### config.mk
export PLATFORM = sky130hd
export DESIGN_NAME = fib_bin2bcd
export DESIGN_NICKNAME = d
export VERILOG_FILES = /design/src/rtl/fib_pkg.sv /design/src/rtl/bcd_digit_adjust.sv /design/src/rtl/fib_bin2bcd.sv
export SDC_FILE = /design/constraint.sdc
export NUM_CORES = 1
export LEC_CHECK = 0
export ABC_AREA = 1
export CORE_ASPECT_RATIO = 1.25
export CORE_MARGIN = 5
export CORE_UTILIZATION = 30
export DETAILED_ROUTE_END_ITERATION = 8
export SLEW_MARGIN = 15
export SYNTH_ARGS = -nofsm -noshare
export SYNTH_HDL_FRONTEND = slang
export SYNTH_HIERARCHICAL = 1
export SYNTH_SLANG_ARGS = --single-unit
### constraint.sdc
create_clock -name clk -period 9.51 [get_ports clk]
set_input_delay 2.3775 -clock clk [delete_from_list [all_inputs] [get_ports clk]]
set_output_delay 2.3775 -clock clk [all_outputs]
set_load 0.05 [all_outputs]
### src/rtl/fib_pkg.sv
// fib_pkg: definitions shared by fibonacci_counter and its consumers.
//  FIB_W       width of the Fibonacci result word
//  FIB_N_W     width of the sequence index n
//  BCD_DIGITS  decimal digits needed to show a FIB_W-bit value
//  bcd_state_t control states of the binary-to-BCD converter
package fib_pkg;

  localparam int FIB_W      = 32;
  localparam int FIB_N_W    = 6;
  localparam int BCD_DIGITS = 10;

  typedef enum logic [1:0] {
    IDLE    = 2'd0,
    CONVERT = 2'd1,
    DONE    = 2'd2
  } bcd_state_t;

endpackage

### src/rtl/bcd_digit_adjust.sv
// bcd_digit_adjust: double-dabble correction for one BCD digit.
// If the digit is 5 or more, add 3, so that the following left shift
// carries correctly into the next decimal digit.
//  d  in   4  digit before the shift
//  q  out  4  corrected digit
module bcd_digit_adjust (
  input  logic [3:0] d,
  output logic [3:0] q
);

  // The input never exceeds 9, so the result stays within 4 bits (max 12).
  assign q = (d >= 4'd5) ? d + 4'd3 : d;

endmodule

### src/rtl/fib_bin2bcd.sv
// fib_bin2bcd: sequential binary-to-BCD converter (shift-add-3).
// Converts one bit per clock, with a start/busy/done handshake.
//  clk    in   1         rising-edge clock
//  rst    in   1         asynchronous active-high reset
//  start  in   1         conversion request, honoured only while idle
//  bin    in   BIN_W     binary value, captured when start is accepted
//  busy   out  1         high while converting and during the done cycle
//  done   out  1         one-cycle pulse; bcd is valid from this cycle on
//  bcd    out  4*DIGITS  packed BCD, units digit in [3:0], held until the next done
module fib_bin2bcd
  import fib_pkg::*;
#(
  parameter int BIN_W  = FIB_W,
  parameter int DIGITS = BCD_DIGITS
) (
  input  logic                  clk,
  input  logic                  rst,
  input  logic                  start,
  input  logic [BIN_W-1:0]      bin,
  output logic                  busy,
  output logic                  done,
  output logic [4*DIGITS-1:0]   bcd
);

  localparam int BCD_W = 4 * DIGITS;
  localparam int CNT_W = $clog2(BIN_W);
  localparam logic [CNT_W-1:0] LAST_BIT = CNT_W'(BIN_W - 1);

  bcd_state_t         state_reg, state_next;
  logic [BIN_W-1:0]   shreg_reg;
  logic [BCD_W-1:0]   work_reg;
  logic [BCD_W-1:0]   work_adj;
  logic [BCD_W-1:0]   work_shift;
  logic [CNT_W-1:0]   cnt_reg;
  logic               busy_reg;
  logic               done_reg;
  logic [BCD_W-1:0]   bcd_reg;

  // Every digit is corrected in parallel before the shift.
  genvar gi;
  generate
    for (gi = 0; gi < DIGITS; gi++) begin : g_adj
      bcd_digit_adjust u_adj (
        .d (work_reg[4*gi +: 4]),
        .q (work_adj[4*gi +: 4])
      );
    end
  endgenerate

  // Upper half of {work_adj, shreg} << 1: the binary MSB enters digit bit 0.
  assign work_shift = {work_adj[BCD_W-2:0], shreg_reg[BIN_W-1]};

  always_comb begin
    state_next = state_reg;
    case (state_reg)
      IDLE:    if (start) state_next = CONVERT;
      CONVERT: if (cnt_reg == LAST_BIT) state_next = DONE;
      DONE:    state_next = IDLE;
      default: state_next = IDLE;
    endcase
  end

  always_ff @(posedge clk or posedge rst) begin
    if (rst) begin
      state_reg <= IDLE;
      shreg_reg <= '0;
      work_reg  <= '0;
      cnt_reg   <= '0;
      busy_reg  <= 1'b0;
      done_reg  <= 1'b0;
      bcd_reg   <= '0;
    end else begin
      state_reg <= state_next;
      // Flags are registered from the next state so they line up with it
      // and leave no combinational path from the inputs.
      busy_reg  <= (state_next != IDLE);
      done_reg  <= (state_next == DONE);
      case (state_reg)
        IDLE: begin
          if (start) begin
            shreg_reg <= bin;
            work_reg  <= '0;
            cnt_reg   <= '0;
          end
        end
        CONVERT: begin
          work_reg  <= work_shift;
          shreg_reg <= {shreg_reg[BIN_W-2:0], 1'b0};
          cnt_reg   <= cnt_reg + 1'b1;
          // Publish only the complete result, so bcd never shows partial values.
          if (cnt_reg == LAST_BIT) bcd_reg <= work_shift;
        end
        default: ;
      endcase
    end
  end

  assign busy = busy_reg;
  assign done = done_reg;
  assign bcd  = bcd_reg;

endmodule

Word level (Yosys, flattened, before mapping)
Cells that the tools add are included.
{ "word_totals": {"output_inout_bits": 42, "wordCells": 56, "regBits": 121, "input_bits": 35} }
{ "op_classes": {"addsub": 11, "muxes": 19, "n_eq_ne": 4, "n_lt_le_gt_ge": 10, "reduce_logical": 5} }
{ "op_table": {"columns": ["op", "n"], "rows": [
  ["$pmux W40 S2", 1],
  ["$pmux W32 S2", 1],
  ["$ge A4 B3 Y1 const B", 10],
  ["$mux W40", 1],
  ["$add A4 B2 Y4 const B", 9],
  ["$mux W4", 9],
  ["$mux W32", 1],
  ["$pmux W5 S2", 1],
  ["$add A5 B1 Y5 const B", 1],
  ["$eq A5 B5 Y1 const B", 1],
  ["$mux W5", 1],
  ["$mux W2", 2],
  ["$pmux W2 S2", 1],
  ["$reduce_and A2 Y1", 2],
  ["$reduce_bool A2 Y1", 2],
  ["$add A3 B2 Y3 const B", 1],
  ["$mux W3", 1],
  ["$eq A2 B1 Y1 const B", 1],
  ["$eq A2 B2 Y1 const B", 1],
  ["$logic_not A2 Y1", 1],
  ["$ne A2 B2 Y1 const B", 1]
]} }

Depth between registers and ports, before layout
{ "depth": {"depth_word": 4, "depth_mapped": 11, "depth_no_buf": 10} }

By module
The synthesis kept the hierarchy.
{ "by_module_without_submodules": {"columns": ["module", "area_each_um2", "cells_each", "seq_area_each_um2", "instances"], "rows": [
  ["fib_bin2bcd", 4890.9, 526, 3027.9, 1],
  ["bcd_digit_adjust", 135.1, 23, 0.0, 10]
]} }

Least setup slack after synthesis
Ideal clock, no wire load.
{ "synth_path": {"path_type": "input port to flip-flop", "startpoint": "input port start", "endpoint": "register shreg_reg[1]", "arrival_time_ns": 2.909, "setup_slack_ns": 6.477, "n_path_buf": 2, "required_ns": 9.386, "path_stages": 5, "setup_time_ns": 0.124, "path_cell_list": "nand2_2 buf_4 buf_4 nand3_1 nand3_1"} }
{ "synth_via": {"elab_chain_cells": 2} }
{ "synth_rtl": {"columns": ["item", "line_no", "text"], "rows": [
  ["start, declared", "fib_bin2bcd.sv:18", "input logic start,"],
  ["$ne A2 B2 Y1 (no source line)", null, null],
  ["$reduce_and A2 Y1 (no source line)", null, null],
  ["end signal, assigned", "fib_bin2bcd.sv:81", "shreg_reg <= bin;"],
  ["end signal, assigned", "fib_bin2bcd.sv:88", "shreg_reg <= {shreg_reg[BIN_W-2:0], 1'b0};"],
  ["end, declared", "fib_bin2bcd.sv:30", "logic [BIN_W-1:0] shreg_reg;"]
]} }
Every way passes these cells.
A chain may end at the register's enable or synchronous reset.

Final worst setup path
{ "layout_path": {"startpoint": "register bcd_reg[19], in the netlist bcd[19]", "endpoint": "output port bcd[19]"} }
{ "layout_lines": {"columns": ["item", "line_no", "text"], "rows": [
  ["start, declared", "fib_bin2bcd.sv:37", "logic [BCD_W-1:0] bcd_reg;"],
  ["start signal, assigned", "fib_bin2bcd.sv:91", "if (cnt_reg == LAST_BIT) bcd_reg <= work_shift;"],
  ["end, declared", "fib_bin2bcd.sv:22", "output logic [4*DIGITS-1:0] bcd"]
]} }
No word-level cell between the ends.

==> impl_metrics.yaml <==
outcome:
  status: "finished, final reports clean"
cts:
  cts-resized-gates: 0
  clockBufferDepth: 2
  post_cts_buffers: 0
  clock_latency_ps: 410
  cts_tree: "built"
  cts-root-buf: "clkbuf_16"
  cts_sinks: 121
  cts_hold_buf: 0
  numCtsBuffers: 17
  clk_pin_slew_ps: 50
  htree_num_levels: 4
worst_hold_path:
  hold_class: "flop to flop"
  whs_path_depth: 2
  hold_path_end: "bcd[30]"
  hold_start: "bcd[30]"
grt:
  first_global_vias: 4809
  grt_max_degree: 113
  antenna_found_initial: 0
  track_usage_pct: 12.2
  grt_pass1_wl_um: 23800
  grt-ovfl-total: 0
power_and_ir_drop:
  leakage_nw: 3.60
  power_density_mw_per_mm2: 382
  max-vdd-ir-drop_mv: 0.151
  power_w: 0.00293
worst_setup_path:
  path_buf_inv: 1
  max_stage_delay_ps: 810
  r2r_slack_ps: 7140
  r2r-end: "bcd[37]"
  cp_slowest_cell: "clkdlybuf4s50_1"
  crit_fanout: 2
  worstPathCellList: "clkdlybuf4s50_1"
  cp-end-kind: "primary output"
  crit_arrival_ps: 1600
  start_kind: "flop"
  crit_family: "buffers and inverters"
  worstRegToRegCells: 11
  reg2reg_from: "cnt_reg[0]"
  worst_ep_required_time_ps: 7130
  critPathKind: "flop to primary output"
timing:
  max_slew_margin_pct: 30.5
  whs_ps: 479
  hold_viol: 0
  setup_viol: 0
  fin_crit_sh_pct: 41.8
  slew_violations: 0
  fmax_mhz: 252
  tns_ps: 0
  worst_slack_ps: 5540
  period_needed_ps: 3970
  worstMarginPinSlew_ps: 1040
  rsz0062_at_grt: "false"
  fin_skew_ps: 8.05
cells_and_area:
  fin_nets: 872
  layout_common_cells: "nand2_1, dfrtp_1, nand3_1"
  finalCoreUtilization_pct: 37.2
  num_antenna_cells: 0
  area_growth_pct: 23.3
  drive_gt1_share_pct: 11.7
  final_common_cell: "nand2_1"
yosys:
  syn-mean-instance-area_um2: 8.28
  syn-instance-count: 751
  synth_area_mm2: 0.00622
  syn_nets: 808
  yosys_warnings: 6
route:
  ant_nets: 0
  num_vias: 4949
  routed_wl_um: 13900
  post_drt_wl_per_cell_um: 12.7
  drt_first_pass_iters: 4
  drc: 0
  drt_iter0_drc: 263
  viasPerCell: 4.51
die:
  die_area_mm2: 0.0237
  fp.dieH_um: 171
  coreArea_mm2: 0.0206
  fp-row-count: 59
  start_util_pct: 30.2
  die_w_um: 139
  io_pins: 77
place:
  place_ws_ps: 5120
  io_buffers: 76
  gp_congestion: 0.772
  dpl.hpwl_um: 9320
run:
  cap_violations: 0
==> final cells by class <==
cell class,count,area (um^2)
clock buffers,24,482
clock inverters,4,45.0
fillers,2107,12900
repair buffers,80,791
well taps,274,343
multi-input cells,516,2680
inverters,79,299
flip-flops and latches,121,3030
==> report_power, final <==
part	internal, W	leakage (nW)	switching (W)
sequential	0.000738	1.53	0.000176
combinational	0.000493	1.81	0.000937
clock	0.000372	0.262	0.000214
total	0.00160	3.60	0.00133
==> per-layer routing <==
metal | part of all wire [%] | global-route usage [%]
met2 | 53 | 21.3
met3 | 2.9 | 3.30
met4 | 1.3 | 3.70
met5 | 0 | 0
met1 | 43 | 14.7
==> metrics by stage <==
stage,std cells,area (um^2)
after detailed placement,1070,7140
after global routing,1098,7660
final,1098,7660
after global placement,1070,7140
after floorplan,751,6220
after CTS,1098,7660
==> worst max path at each step <==
stage                  from       endpoint  slack, ps  cells past startpoint
detailed placement    start  shreg_reg[26]       5120                      7
global placement      start  shreg_reg[19]       5160                      7
CTS                  bcd[0]         bcd[0]       5490                      1
global route            rst   work_reg[31]       5430                      3
finish              bcd[19]        bcd[19]       5540                      1
floorplan               rst         bcd[0]       3920                      1
Note: power is estimated with default switching activity, not from simulation.
